### src/rtl/seg_disp_pkg.sv
// Shared definitions for the multiplexed seven-segment display scanner.
package seg_disp_pkg;

  localparam int unsigned DIGIT_W = 3;

  typedef enum logic {
    ST_BLANK = 1'b0,
    ST_SHOW  = 1'b1
  } scan_state_e;

  // Bits needed to hold 0..n-1, never less than one.
  function automatic int unsigned clog2(input int unsigned n);
    int unsigned w;
    w = 1;
    while ((32'd1 << w) < n) begin
      w = w + 1;
    end
    return w;
  endfunction

endpackage

### src/rtl/seg_display_scanner_seg7.sv
// 3-bit value to seven-segment pattern decoder (active-high segments).
module seven_segment_cntrl (
  input  logic [2:0] inp,
  output logic       seg_a,
  output logic       seg_b,
  output logic       seg_c,
  output logic       seg_d,
  output logic       seg_e,
  output logic       seg_f,
  output logic       seg_g
);

  logic [6:0] pattern;

  // Segment pattern lookup, ordered {a,b,c,d,e,f,g}.
  always_comb begin
    pattern = 7'b0000000;
    case (inp)
      3'd0: pattern = 7'b1111110;
      3'd1: pattern = 7'b0110000;
      3'd2: pattern = 7'b1101101;
      3'd3: pattern = 7'b1111001;
      3'd4: pattern = 7'b0110011;
      3'd5: pattern = 7'b1011011;
      3'd6: pattern = 7'b1011111;
      3'd7: pattern = 7'b1110000;
      default: pattern = 7'b0000000;
    endcase
  end

  assign {seg_a, seg_b, seg_c, seg_d, seg_e, seg_f, seg_g} = pattern;

endmodule

### src/rtl/seg_display_scanner.sv
// Time-multiplexed digit scanner with blanking guard and frame-aligned,
// double-buffered display updates.
module seg_display_scanner
  import seg_disp_pkg::*;
#(
  parameter int unsigned NUM_DIGITS   = 4,
  parameter int unsigned PRESCALE     = 1000,
  parameter int unsigned BLANK_CYCLES = 2
) (
  input  logic                          clk,
  input  logic                          rst,
  input  logic                          en,
  input  logic                          load,
  input  logic [DIGIT_W*NUM_DIGITS-1:0] data_in,
  output logic                          load_ack,
  output logic                          frame_tick,
  output logic [NUM_DIGITS-1:0]         dig_en,
  output logic                          seg_a,
  output logic                          seg_b,
  output logic                          seg_c,
  output logic                          seg_d,
  output logic                          seg_e,
  output logic                          seg_f,
  output logic                          seg_g
);

  localparam int unsigned CNT_W  = clog2(PRESCALE);
  localparam int unsigned IDX_W  = clog2(NUM_DIGITS);
  localparam int unsigned DATA_W = DIGIT_W * NUM_DIGITS;

  scan_state_e             state_q, state_d;
  logic [CNT_W-1:0]        pcnt_q, pcnt_d;
  logic [IDX_W-1:0]        idx_q, idx_d;
  logic [DATA_W-1:0]       active_q, active_d;
  logic [DATA_W-1:0]       shadow_q, shadow_d;
  logic                    pending_q, pending_d;
  logic [DIGIT_W-1:0]      digit_val_q, digit_val_d;
  logic [NUM_DIGITS-1:0]   dig_en_q, dig_en_d;
  logic                    load_ack_q, load_ack_d;
  logic                    frame_tick_q, frame_tick_d;
  logic                    slot_end;
  logic                    last_slot;
  logic                    boundary;

  // Next-state logic: slot timing, digit fetch and load handshake.
  always_comb begin
    state_d      = state_q;
    pcnt_d       = pcnt_q;
    idx_d        = idx_q;
    active_d     = active_q;
    shadow_d     = shadow_q;
    pending_d    = pending_q;
    digit_val_d  = digit_val_q;
    load_ack_d   = 1'b0;
    frame_tick_d = 1'b0;
    dig_en_d     = '0;

    slot_end  = (pcnt_q == CNT_W'(PRESCALE - 1));
    last_slot = (idx_q == IDX_W'(NUM_DIGITS - 1));
    boundary  = en && (state_q == ST_SHOW) && slot_end && last_slot;

    if (en) begin
      if (pcnt_q == '0) begin
        digit_val_d = active_q[DIGIT_W*int'(idx_q) +: DIGIT_W];
      end
      pcnt_d = pcnt_q + CNT_W'(1);
      case (state_q)
        ST_BLANK: begin
          if (pcnt_q == CNT_W'(BLANK_CYCLES - 1)) begin
            state_d = ST_SHOW;
          end
        end
        ST_SHOW: begin
          if (slot_end) begin
            state_d = ST_BLANK;
            pcnt_d  = '0;
            idx_d   = last_slot ? '0 : idx_q + IDX_W'(1);
          end
        end
        default: state_d = ST_BLANK;
      endcase
    end

    // A load on the boundary itself bypasses the shadow buffer.
    if (boundary) begin
      frame_tick_d = 1'b1;
      if (load) begin
        active_d   = data_in;
        pending_d  = 1'b0;
        load_ack_d = 1'b1;
      end else if (pending_q) begin
        active_d   = shadow_q;
        pending_d  = 1'b0;
        load_ack_d = 1'b1;
      end
    end else if (load) begin
      shadow_d  = data_in;
      pending_d = 1'b1;
    end

    if (state_d == ST_SHOW) begin
      dig_en_d = NUM_DIGITS'(1) << idx_d;
    end
  end

  // State and buffer registers.
  always_ff @(posedge clk or posedge rst) begin
    if (rst) begin
      state_q      <= ST_BLANK;
      pcnt_q       <= '0;
      idx_q        <= '0;
      active_q     <= '0;
      shadow_q     <= '0;
      pending_q    <= 1'b0;
      digit_val_q  <= '0;
      dig_en_q     <= '0;
      load_ack_q   <= 1'b0;
      frame_tick_q <= 1'b0;
    end else begin
      state_q      <= state_d;
      pcnt_q       <= pcnt_d;
      idx_q        <= idx_d;
      active_q     <= active_d;
      shadow_q     <= shadow_d;
      pending_q    <= pending_d;
      digit_val_q  <= digit_val_d;
      dig_en_q     <= dig_en_d;
      load_ack_q   <= load_ack_d;
      frame_tick_q <= frame_tick_d;
    end
  end

  // Scanning disabled blanks every digit immediately.
  assign dig_en     = en ? dig_en_q : '0;
  assign load_ack   = load_ack_q;
  assign frame_tick = frame_tick_q;

  seven_segment_cntrl u_seg7 (
    .inp   (digit_val_q),
    .seg_a (seg_a),
    .seg_b (seg_b),
    .seg_c (seg_c),
    .seg_d (seg_d),
    .seg_e (seg_e),
    .seg_f (seg_f),
    .seg_g (seg_g)
  );

endmodule

### config.mk
export PLATFORM = sky130hd
export DESIGN_NAME = seg_display_scanner
export DESIGN_NICKNAME = d
export VERILOG_FILES = /design/src/rtl/seg_disp_pkg.sv /design/src/rtl/seg_display_scanner_seg7.sv /design/src/rtl/seg_display_scanner.sv
export SDC_FILE = /design/constraint.sdc
export NUM_CORES = 1
export LEC_CHECK = 0
export CORE_MARGIN = 5
export CORE_UTILIZATION = 40
export CTS_CLUSTER_DIAMETER = 40
export DETAILED_ROUTE_END_ITERATION = 6
export PLACE_DENSITY = 0.67
export SYNTH_ARGS = -nofsm -noshare
export SYNTH_HDL_FRONTEND = slang
export SYNTH_SLANG_ARGS = --single-unit
### constraint.sdc
create_clock -name clk -period 5 [get_ports clk]
set_input_delay 1 -clock clk [delete_from_list [all_inputs] [get_ports clk]]
set_output_delay 1 -clock clk [all_outputs]
set_load 0.005 [all_outputs]
# After elaboration in Yosys (flattened, before gate mapping)
# Memory sizes are Yosys's and may differ from the RTL's.
# Cells that the tools add are included.
[word_totals]
reg_bits = 47
latchBits = 0
mem_bits_rw = 0
mem_bits_ro = 56
inputBits = 16
out_inout_bits = 13
word_cells = 50
mem_count = 1
[mem_list]
columns = ["memory", "words", "word_bits", "rd", "rd_clocked_by_memory_dff", "write_ports", "line_no", "text"]
rows = [
  ["(no name shown)", 8, 7, 1, 0, 0, "seg_display_scanner_seg7.sv:18", "case (inp)"],
]
[op_classes]
add_sub_neg = 2
n_mul = 1
n_div = 0
order_cmp = 0
eq_ne = 3
n_shift = 2
muxes = 20
bitwise = 2
n_reduce_logical = 9
[ops]
columns = ["cell", "n"]
rows = [
  ["$mux 12", 2],
  ["$mux 10", 2],
  ["$shiftx 12x5->3", 1],
  ["$add 10x1->10 const B", 1],
  ["$eq 10x1->1 const B", 1],
  ["$eq 10x10->1 const B", 1],
  ["$logic_not 10->1", 1],
  ["$mux 1", 9],
  ["$mux 2", 4],
  ["$mux 4", 2],
  ["$reduce_and 2->1", 3],
  ["$mul 2x2->4 const A", 1],
  ["$reduce_bool 2->1", 2],
  ["$shl 1x2->4 const A", 1],
  ["$logic_and 1x1->1", 3],
  ["$add 2x1->2 const B", 1],
  ["$eq 2x2->1 const B", 1],
  ["$not 1->1", 2],
  ["$pmux 1 s2", 1],
]

# Logic depth before layout (Yosys ltp)
# Gate-level depths: netlist of the first run.
[depth]
word_depth = 7
mapped_depth = 6
depth_no_buf = 5

# Hierarchy
# Synthesis of the first run repeated with hierarchy kept, for this count alone.
[hier_totals]
cells_unflattened = 193
area_unflattened_um2 = 2352.3
[modules_own_cells]
columns = ["mod", "instances", "cells_each", "area_per_inst_um2", "seq_area_each_um2"]
rows = [
  ["seg_display_scanner", 1, 172, 2199.6, 1176.1],
  ["seven_segment_cntrl", 1, 21, 152.6, 0.0],
]

# Worst setup path after synthesis of the first run
# Ideal clock, no wire load.
[synth_timing]
path_kind = "input to output"
startpoint = "in en"
endpoint = "out dig_en[0]"
arrival_ns = 1.431
required_ns = 4.000
setup_slack_ns = 2.569
cell_stages = 2
n_path_buf = 1
path_cell_list = "clkbuf_1 -> and2_1"
[synth_via]
elab_chain_cells = 1
[synth_rtl]
columns = ["element", "line_no", "text"]
rows = [
  ["from (decl)", "seg_display_scanner.sv:12", "input logic en,"],
  ["$mux 4", "seg_display_scanner.sv:134", "assign dig_en = en ? dig_en_q : '0;"],
  ["to (decl)", "seg_display_scanner.sv:17", "output logic [NUM_DIGITS-1:0] dig_en,"],
]
# No other way between the ends.

# Final worst setup path of the first run
# Ends and elaborated chain as after synthesis.

==> reports/qor.csv, run 1 <==
metric;value;unit
status;complete, no violations;
ANT cells;0;
FMAX;284;MHz
endpoint type of the worst setup path;primary output;
# Post-CTS Setup Buffers;0;
CTS HTree Levels;2;
Via Count;1528;
setup_tns;0;ps
critical path startpoint;en;
Synth cell types;36;
Filler cells;522;
Die X;85.8;um
HP Start;shadow_q[6];
critical path's top delay family;buffers and inverters;
initial DRC count;89;
number of port buffers;28;
Final GP Congestion;0.757;
placed cells;285;
clk_lat worst skew;310;ps
Worst setup SP type;primary input;
nets@finish;246;
Initial DRT Pass Iterations;4;
HP Class;reg2reg;
worst clock skew;9.87;ps
vias per std cell;5.22;
Pleak;0.00119;uW
critical path peak fanout;13;
first-pass GRT wire length;7160;um
flops & latches, synth;47;
power density over the cells;339;nW/um^2
Tcrit/Tclk final;70.3;%
DRC Markers;0;
post-cts hold buffer count;0;
WP buf/inv;2;
final critical-path required period;3520;ps
CTS resizes;0;
number of placement rows;27;
largest net degree at the start of global routing;48;
wire per inst;13.8;um
Power Total;929;uW
register area share after synthesis;51.2;%
most common cell after layout, fill and taps aside;dfrtp_1;
DP HPWL;2900;um
IO Count;29;
Fin Hold WS;515;ps
post-route antenna net violation count;0;
Worst path slowest cell;clkdlybuf4s50_1;
WS Path Type;in2out;
Final Hold Violating Endpoints;0;
clock-pin slew on the worst setup and hold paths;90;ps
Clock Path Buffers;2;
total gr overflow;0;
fin cells;293;
CP most frequent cell;clkdlybuf4s50_1;
final instance area;2740;um^2
actual slew at the worst max-slew pin;942;ps
clock sinks;47;
post-synthesis cell area;2300;um^2
Placed Area;2630;um^2
Synth Instances;193;
WP data required;4000;ps
most frequent cells in the layout;dfrtp_1 (47), clkdlybuf4s50_1 (28), mux2_2 (17);
Core Area;5540;um^2
Max VDD drop;0.134;mV
Finish-stage setup viols;0;
Layout Area Growth over Synthesis;19.4;%
RR Startpoint;idx_q[0];
antenna violations before repair;0;
Max-Cap Viols;0;
Starting Density;41.4;%
crit-path max cell delay;810;ps
CP cell instances;clkdlybuf4s50_1 > and2_1 > clkdlybuf4s50_1;
Synthesis Warnings;0;
CTS tree;yes;
vias in the first global route;1488;
Routed WL;4050;um
RSZ-0062 raised after global routing;false;
Max Transition Viols Final;0;
Total Routing Usage GR;12.3;%
full die area;7350;um^2
Syn Area/Cell;11.9;um^2
TritonCTS buffer count;5;
Chip Height;85.8;um
Syn Nets;219;
critical path data arrival time;2520;ps
Slew headroom;37.1;%
CTS root buffer;clkbuf_8;
ratio of cells with drive above 1 in the final layout;16.7;%
-- power breakdown --
part | total, uW | leakage, uW | internal, uW | switching (uW)
Combinational | 165 | 0.000528 | 82.6 | 82.7
Clock | 287 | 0.0000587 | 152 | 135
Sequential | 478 | 0.000607 | 424 | 53.5
Total | 929 | 0.00119 | 658 | 271
-- flip-flops by register name (all words and copies together), names as in the netlist --
name	cells
active_q	12
dig_en_q	4
digit_val_q	3
frame_tick	1
idx_q	2
load_ack	1
pcnt_q	10
pending_q	1
shadow_q	12
state_q	1
-- cells by family (layout without fill, tap and decap cells) --
group / count (synthesis) / after routing / synth area share, %
simple gates: 51 / 51 / 14.0
flops: 47 / 47 / 51.2
mux: 21 / 21 / 11.7
fa+ha+maj: 10 / 10 / 5.45
xor+xnor: 6 / 6 / 2.29
buf+inv: 20 / 48 / 3.92
compound gates: 38 / 38 / 11.4
-- synthesized netlist by cell type --
master	count	area share, %
and2_2	1	0.33
clkbuf_1	6	0.98
ha_1	10	5.4
nor2b_1	3	0.82
nor3b_1	2	0.65
nor2_1	11	1.8
o21ai_0	3	0.65
nand4bb_4	1	1.2
xnor2_1	4	1.5
buf_1	1	0.16
a211o_1	1	0.38
or2b_2	1	0.38
nor4_4	2	1.9
mux2i_1	1	0.44
or3_1	2	0.54
a2bb2oi_1	12	4.6
mux4_2	3	2.9
nor3_1	4	0.87
and4b_1	1	0.44
buf_6	2	0.98
and2_1	4	1.1
nand3_1	3	0.65
inv_1	11	1.8
or2_2	1	0.27
a21o_1	1	0.33
nor4_1	2	0.54
o22ai_1	12	3.3
nand2_1	9	1.5
dfrtp_1	47	51
nand2_2	1	0.27
o31ai_1	1	0.33
xor2_1	2	0.76
nand4_1	3	0.82
a21oi_1	7	1.5
mux2_2	17	8.3
a21boi_0	1	0.33
-- layout make-up --
cell class                      count  area, um^2  share of cell area (%)
Clock buffer                        5        68.8                    2.51
Clock inverter                      3        47.5                    1.73
Inverter                           11        41.3                    1.51
Multi-Input combinational cell    126        1030                    37.6
Sequential cell                    47        1180                    42.9
Tap cell                           72        90.1                    3.29
Timing Repair Buffer               29         288                    10.5
-- path summary, 6_finish.rpt --
kind | end | slack (ps) | depth (start not counted)
max | dig_en[0] | 1480 | 3
min | shadow_q[6] | 510 | 1
max reg2reg | shadow_q[6] | 2780 | 6
min reg2reg | shadow_q[6] | 510 | 1
max in group asynchronous | idx_q[0] | 3180 | 2
min in group asynchronous | dig_en_q[1] | 1230 | 2
-- worst register-to-register path, delay by kind of cell, from the launching register on --
family,cells,cell delay [ps]
simple gates,3,640
flops,1,600
mux,1,370
fa+ha+maj,1,250
buf+inv,1,250
-- stage by stage --
step,setup slack (ps),utilization (%)
2_1_floorplan,2570,-
3_3_place_gp,1520,47.4
3_5_place_dp,1490,47.4
4_1_cts,1490,49.5
5_1_grt,1410,49.5
6_report,1480,49.5
-- metal layers --
metal	GRT usage [%]	wire [um]
met4	4.75	69
met5	0	0
met2	19.1	1910
met3	3.27	182
met1	16.4	1890
No activity file was read; power rests on OpenSTA's default activity.
==> run 2: changes to the inputs <==
--- a/config.mk
+++ b/config.mk
@@ -9,7 +9,7 @@
 export CORE_UTILIZATION = 40
 export CTS_CLUSTER_DIAMETER = 40
 export DETAILED_ROUTE_END_ITERATION = 6
-export PLACE_DENSITY = 0.67
+export PLACE_DENSITY = 0.69
 export SYNTH_ARGS = -nofsm -noshare
 export SYNTH_HDL_FRONTEND = slang
 export SYNTH_SLANG_ARGS = --single-unit
==> constraint.sdc (replaced) <==
create_clock -name clk -period 3 [get_ports clk]
set_input_delay 0.6 -clock clk [delete_from_list [all_inputs] [get_ports clk]]
set_output_delay 0.6 -clock clk [all_outputs]
set_load 0.005 [all_outputs]
==> reports/qor.csv, run 2 (synthesized netlist as in run 1, its figures left out) <==
metric;value;unit;change
Worst path slowest cell;clkdlybuf4s50_1;;unchanged
Multi-input gate area;1030;um^2;unchanged
TritonCTS buffer count;5;;unchanged
largest net degree at the start of global routing;19;;was 48
worst reg2reg setup slack;950;ps;was 2780 ps
Total Routing Usage GR;12.6;%;was 12.3%
setup_tns;0;ps;unchanged
Crit Reg-Reg Endpoint;active_q[0];;was shadow_q[6]
vias per std cell;5.24;;was 5.22
Final GP Congestion;0.745;;was 0.757
Chip Height;85.8;um;unchanged
CTS resizes;0;;unchanged
Starting Density;41.4;%;unchanged
Routed WL;4160;um;was 4050 um
WS Path Type;in2out;;unchanged
ratio of cells with drive above 1 in the final layout;18.1;%;was 16.7%
final instance area;2750;um^2;was 2740 um^2
power density over the cells;529;nW/um^2;was 339 nW/um^2
antenna violations before repair;0;;unchanged
Filler cells;519;;was 522
full die area;7350;um^2;unchanged
critical path data arrival time;1940;ps;was 2520 ps
Finish-stage setup viols;0;;unchanged
most common cell after layout, fill and taps aside;dfrtp_1;;unchanged
top flop regs;active_q x12, shadow_q x12, pcnt_q x10;;unchanged
WP data required;2400;ps;was 4000 ps
DP HPWL;3090;um;was 2900 um
vias in the first global route;1563;;was 1488
status;complete, no violations;;unchanged
post-cts hold buffer count;0;;unchanged
Max Transition Viols Final;0;;unchanged
most frequent cells in the layout;dfrtp_1 (47), clkdlybuf4s50_1 (28), mux2_2 (17);;unchanged
first-pass GRT wire length;7390;um;was 7160 um
critical path peak fanout;6;;was 13
Core Area;5540;um^2;unchanged
CTS tree;yes;;unchanged
CP cell instances;clkdlybuf4s50_1 > buf_4 > and2_1 > clkdlybuf4s50_1;;was clkdlybuf4s50_1 > and2_1 > clkdlybuf4s50_1
initial DRC count;114;;was 89
total gr overflow;0;;unchanged
endpoint type of the worst setup path;primary output;;unchanged
RR Startpoint;pcnt_q[0];;was idx_q[0]
wire per inst;14.0;um;was 13.8 um
actual slew at the worst max-slew pin;558;ps;was 942 ps
Initial DRT Pass Iterations;4;;unchanged
Hold EP;shadow_q[7];;was shadow_q[6]
fin cells;298;;was 293
Final Hold Violating Endpoints;0;;unchanged
post-route antenna net violation count;0;;unchanged
placed cells;290;;was 285
FMAX;394;MHz;
Pleak;0.00120;uW;was 0.00119 uW
clk_lat worst skew;300;ps;was 310 ps
CP most frequent cell;clkdlybuf4s50_1;;unchanged
Layout Area Growth over Synthesis;19.8;%;was 19.4%
final critical-path required period;2540;ps;
number of port buffers;28;;unchanged
Max-Cap Viols;0;;unchanged
Worst setup SP type;primary input;;unchanged
Placed Area;2660;um^2;was 2630 um^2
Die X;85.8;um;unchanged
Via Count;1562;;was 1528
CTS root buffer;clkbuf_8;;unchanged
HP Class;reg2reg;;unchanged
Max VDD drop;0.217;mV;was 0.134 mV
number of placement rows;27;;unchanged
DRC Markers;0;;unchanged
clock-pin slew on the worst setup and hold paths;90;ps;about the same
worst clock skew;11.3;ps;was 9.87 ps
clock sinks;47;;unchanged
Clock Path Buffers;2;;unchanged
cell count of the worst hold path;1;;unchanged
nets@finish;251;;was 246
crit-path max cell delay;540;ps;was 810 ps
critical path's top delay family;buffers and inverters;;unchanged
WP buf/inv;3;;was 2
r2r worst-path depth;6;;unchanged
CTS HTree Levels;2;;unchanged
Slew headroom;62.6;%;was 37.1%
HP Start;shadow_q[7];;was shadow_q[6]
Sequential Area;1180;um^2;unchanged
# Post-CTS Setup Buffers;0;;unchanged
ANT cells;0;;unchanged
RSZ-0062 raised after global routing;false;;unchanged
Tcrit/Tclk final;84.6;%;
IO Count;29;;unchanged
[run 2: metrics by stage]
step | hold WS (ps) | utilization [%] | total power, uW | setup WS (ps)
6_report | 514 | 49.7 | 1450 | 463
5_1_grt | 528 | 49.7 | 1540 | 387
4_1_cts | 516 | 49.7 | 1470 | 444
3_5_place_dp | 496 | 48.1 | 1090 | 446
3_3_place_gp | 489 | 48.1 | 1080 | 470
2_1_floorplan | 480 | - | 998 | 1100
[run 2: worst max-delay path by stage]
| stage | startpoint | cells after the start | slack (ps) | endpoint |
|---|---|---|---|---|
| global placement | en | 4 | 470 | dig_en[2] |
| CTS | en | 4 | 440 | dig_en[0] |
| floorplan | pcnt_q[0] | 6 | 1100 | shadow_q[0] |
| global route | en | 4 | 390 | dig_en[3] |
| detailed placement | en | 4 | 450 | dig_en[0] |
| finish | en | 4 | 460 | dig_en[0] |
[run 2: layout make-up]
cell class / instances / area share [%]
Tap cell: 72 / 3.27
Clock inverter: 3 / 0.728
Clock buffer: 5 / 2.50
Sequential cell: 47 / 42.7
Inverter: 11 / 1.50
Multi-Input combinational cell: 126 / 37.4
Timing Repair Buffer: 34 / 11.8
[run 2: report_power, final]
part	internal [uW]	switching, uW	leakage (uW)	total [uW]
sequential	707	91.1	0.000607	798
clock	162	216	0.0000402	378
combinational	139	139	0.000550	279
total	1010	446	0.00120	1450
[run 2: metal layers]
metal | share of wire [%] | vias up | wire length [um] | GRT usage, %
li1 | - | 755 | - | -
met1 | 46 | 775 | 1910 | 16.6
met2 | 49 | 27 | 2040 | 20.4
met3 | 3.6 | 5 | 151 | 2.31
met4 | 1.5 | 0 | 61 | 5.18
met5 | 0 | - | 0 | 0
==> run 3: changes to the inputs <==
--- a/config.mk
+++ b/config.mk
@@ -9,7 +9,7 @@
 export CORE_UTILIZATION = 40
 export CTS_CLUSTER_DIAMETER = 40
 export DETAILED_ROUTE_END_ITERATION = 6
-export PLACE_DENSITY = 0.69
+export PLACE_DENSITY = 0.67
 export SYNTH_ARGS = -nofsm -noshare
 export SYNTH_HDL_FRONTEND = slang
 export SYNTH_SLANG_ARGS = --single-unit
==> constraint.sdc (replaced) <==
create_clock -name clk -period 2.5 [get_ports clk]
set_input_delay 0.5 -clock clk [delete_from_list [all_inputs] [get_ports clk]]
set_output_delay 0.5 -clock clk [all_outputs]
set_load 0.005 [all_outputs]
==> reports/qor.csv, run 3 (synthesized netlist as in run 1, its figures left out) <==
metric;value;unit;change
Total Routing Usage GR;12.4;%;was 12.6%
post-cts hold buffer count;0;;unchanged
antenna violations before repair;0;;unchanged
IO Count;29;;unchanged
Net Sw Frac;27.0;%;was 30.7%
total gr overflow;0;;unchanged
first-pass GRT wire length;7290;um;was 7390 um
CTS resizes;0;;unchanged
most frequent cells in the layout;dfrtp_1 (47), clkdlybuf4s50_1 (28), mux2_2 (17);;unchanged
DP HPWL;2990;um;was 3090 um
WS Path Type;reg2out;;was in2out
Max VDD drop;0.258;mV;was 0.217 mV
Placed Area;2660;um^2;unchanged
placed cells;290;;unchanged
Hold EP;shadow_q[6];;was shadow_q[7]
FMAX;435;MHz;
Crit Reg-Reg Endpoint;active_q[2];;was active_q[0]
TritonCTS buffer count;5;;unchanged
number of placement rows;27;;unchanged
critical path peak fanout;6;;unchanged
Chip Height;85.8;um;unchanged
CTS tree;yes;;unchanged
Slew headroom;61.2;%;was 62.6%
CP cell instances;inv_1 > ha_1 > inv_1 > a21oi_1 > clkdlybuf4s50_1;;was clkdlybuf4s50_1 > buf_4 > and2_1 > clkdlybuf4s50_1
Core Area;5540;um^2;unchanged
Int Pwr;1420;uW;was 1010 uW
met2 Use GR;20.8;%;was 20.4%
wire per inst;13.6;um;was 14.0 um
WP data required;2000;ps;was 2400 ps
vias per std cell;5.11;;was 5.24
final critical-path required period;2300;ps;
top flop regs;active_q x12, shadow_q x12, pcnt_q x10;;unchanged
Psw;526;uW;was 446 uW
HP Class;reg2reg;;unchanged
Initial DRT Pass Iterations;4;;unchanged
clock-pin slew on the worst setup and hold paths;80;ps;was 90 ps
Starting Density;41.4;%;unchanged
r2r worst-path depth;6;;unchanged
critical path data arrival time;1800;ps;was 1940 ps
number of port buffers;28;;unchanged
Sequential Area;1180;um^2;unchanged
power density over the cells;697;nW/um^2;was 529 nW/um^2
largest net degree at the start of global routing;48;;was 19
ratio of cells with drive above 1 in the final layout;18.6;%;was 18.1%
DRC Markers;0;;unchanged
M1 GR Usage;15.4;%;was 16.6%
Multi-input gate area;1030;um^2;unchanged
clock sinks;47;;unchanged
HP Start;shadow_q[6];;was shadow_q[7]
Worst path slowest cell;clkdlybuf4s50_1;;unchanged
met3 global-route usage;3.36;%;was 2.31%
cell count of the worst hold path;1;;unchanged
vias in the first global route;1552;;was 1563
Flop pwr share;48.9;%;was 54.8%
RSZ-0062 raised after global routing;false;;unchanged
clk_lat worst skew;300;ps;about the same
CP most frequent cell;inv_1;;was clkdlybuf4s50_1
Max Transition Viols Final;0;;unchanged
post-route antenna net violation count;0;;unchanged
CTS root buffer;clkbuf_8;;unchanged
Clock Path Buffers;2;;unchanged
worst clock skew;11.4;ps;was 11.3 ps
status;complete, no violations;;unchanged
endpoint type of the worst setup path;primary output;;unchanged
RR Startpoint;pcnt_q[0];;unchanged
full die area;7350;um^2;unchanged
initial DRC count;68;;was 114
Via Count;1523;;was 1562
Logic pwr share;17.7;%;was 19.2%
worst reg2reg setup slack;480;ps;was 950 ps
Tcrit/Tclk final;91.9;%;
fin cells;298;;unchanged
Clk pwr share;33.4;%;was 26.0%
Pleak;0.00122;uW;was 0.00120 uW
Routed WL;4040;um;was 4160 um
actual slew at the worst max-slew pin;582;ps;was 558 ps
Die X;85.8;um;unchanged
Worst setup SP type;flop;;was primary input
Finish-stage setup viols;0;;unchanged
Final GP Congestion;0.765;;was 0.745
nets@finish;251;;unchanged
Layout Area Growth over Synthesis;21.9;%;was 19.8%
Max-Cap Viols;0;;unchanged
setup_tns;0;ps;unchanged
CTS HTree Levels;2;;unchanged
# Post-CTS Setup Buffers;0;;unchanged
global-route layer with the greatest usage;met2;;unchanged
Final Hold Violating Endpoints;0;;unchanged
most common cell after layout, fill and taps aside;dfrtp_1;;unchanged
crit-path max cell delay;510;ps;was 540 ps
Filler cells;487;;was 519
final instance area;2800;um^2;was 2750 um^2
ANT cells;0;;unchanged
## run 3: worst max path at each step
stage | start | endpoint | cells after the start | slack, ps
floorplan | pcnt_q[0] | shadow_q[0] | 6 | 600
global placement | en | shadow_q[9] | 5 | 120
detailed placement | en | active_q[2] | 6 | 30
CTS | digit_val_q[1] | seg_d | 5 | 170
global route | digit_val_q[1] | seg_d | 5 | 80
finish | digit_val_q[1] | seg_d | 5 | 200
## run 3: final cells by class
class	count	share of cell area, %
repair buffers	34	11.6
clock buffers	5	2.46
inverters	11	1.48
well taps	72	3.22
clock inverters	3	2.41
multi-input cells	126	36.8
flip-flops and latches	47	42.0
## run 3: per-stage QoR
stage | worst slack [ps] | util [%] | total power (uW) | hold WS, ps
2_1_floorplan | 601 | - | 1200 | 480
3_3_place_gp | 121 | 48.1 | 1310 | 488
3_5_place_dp | 31.6 | 48.1 | 1320 | 496
4_1_cts | 171 | 50.5 | 1970 | 515
5_1_grt | 79.5 | 50.5 | 2060 | 526
6_report | 201 | 50.5 | 1950 | 511
## run 3: power by group through the flow
stage | Clock, uW | Sequential [uW] | Combinational (uW)
4_1_cts | 662 | 956 | 353
5_1_grt | 690 | 974 | 393
2_1_floorplan | 0 | 944 | 254
6_report | 651 | 955 | 345
3_3_place_gp | 0 | 967 | 344
3_5_place_dp | 0 | 970 | 350
## run 3: layer usage
metal  part of all wire, %  vias to the layer above  wire length (um)
li1                      -                      760                 -
met1                    47                      734              1900
met2                    48                       22              1930
met3                   4.0                        7               161
met4                   1.4                        0                57
met5                     0                        -                 0
## run 3: worst max-delay path, delay by kind of cell, from the launching register on
kind	cells	cell delay [ps]
buffers and inverters	3	650
DFF	1	430
adders and majority gates	1	300
AOI/OAI and AO/OA	1	130
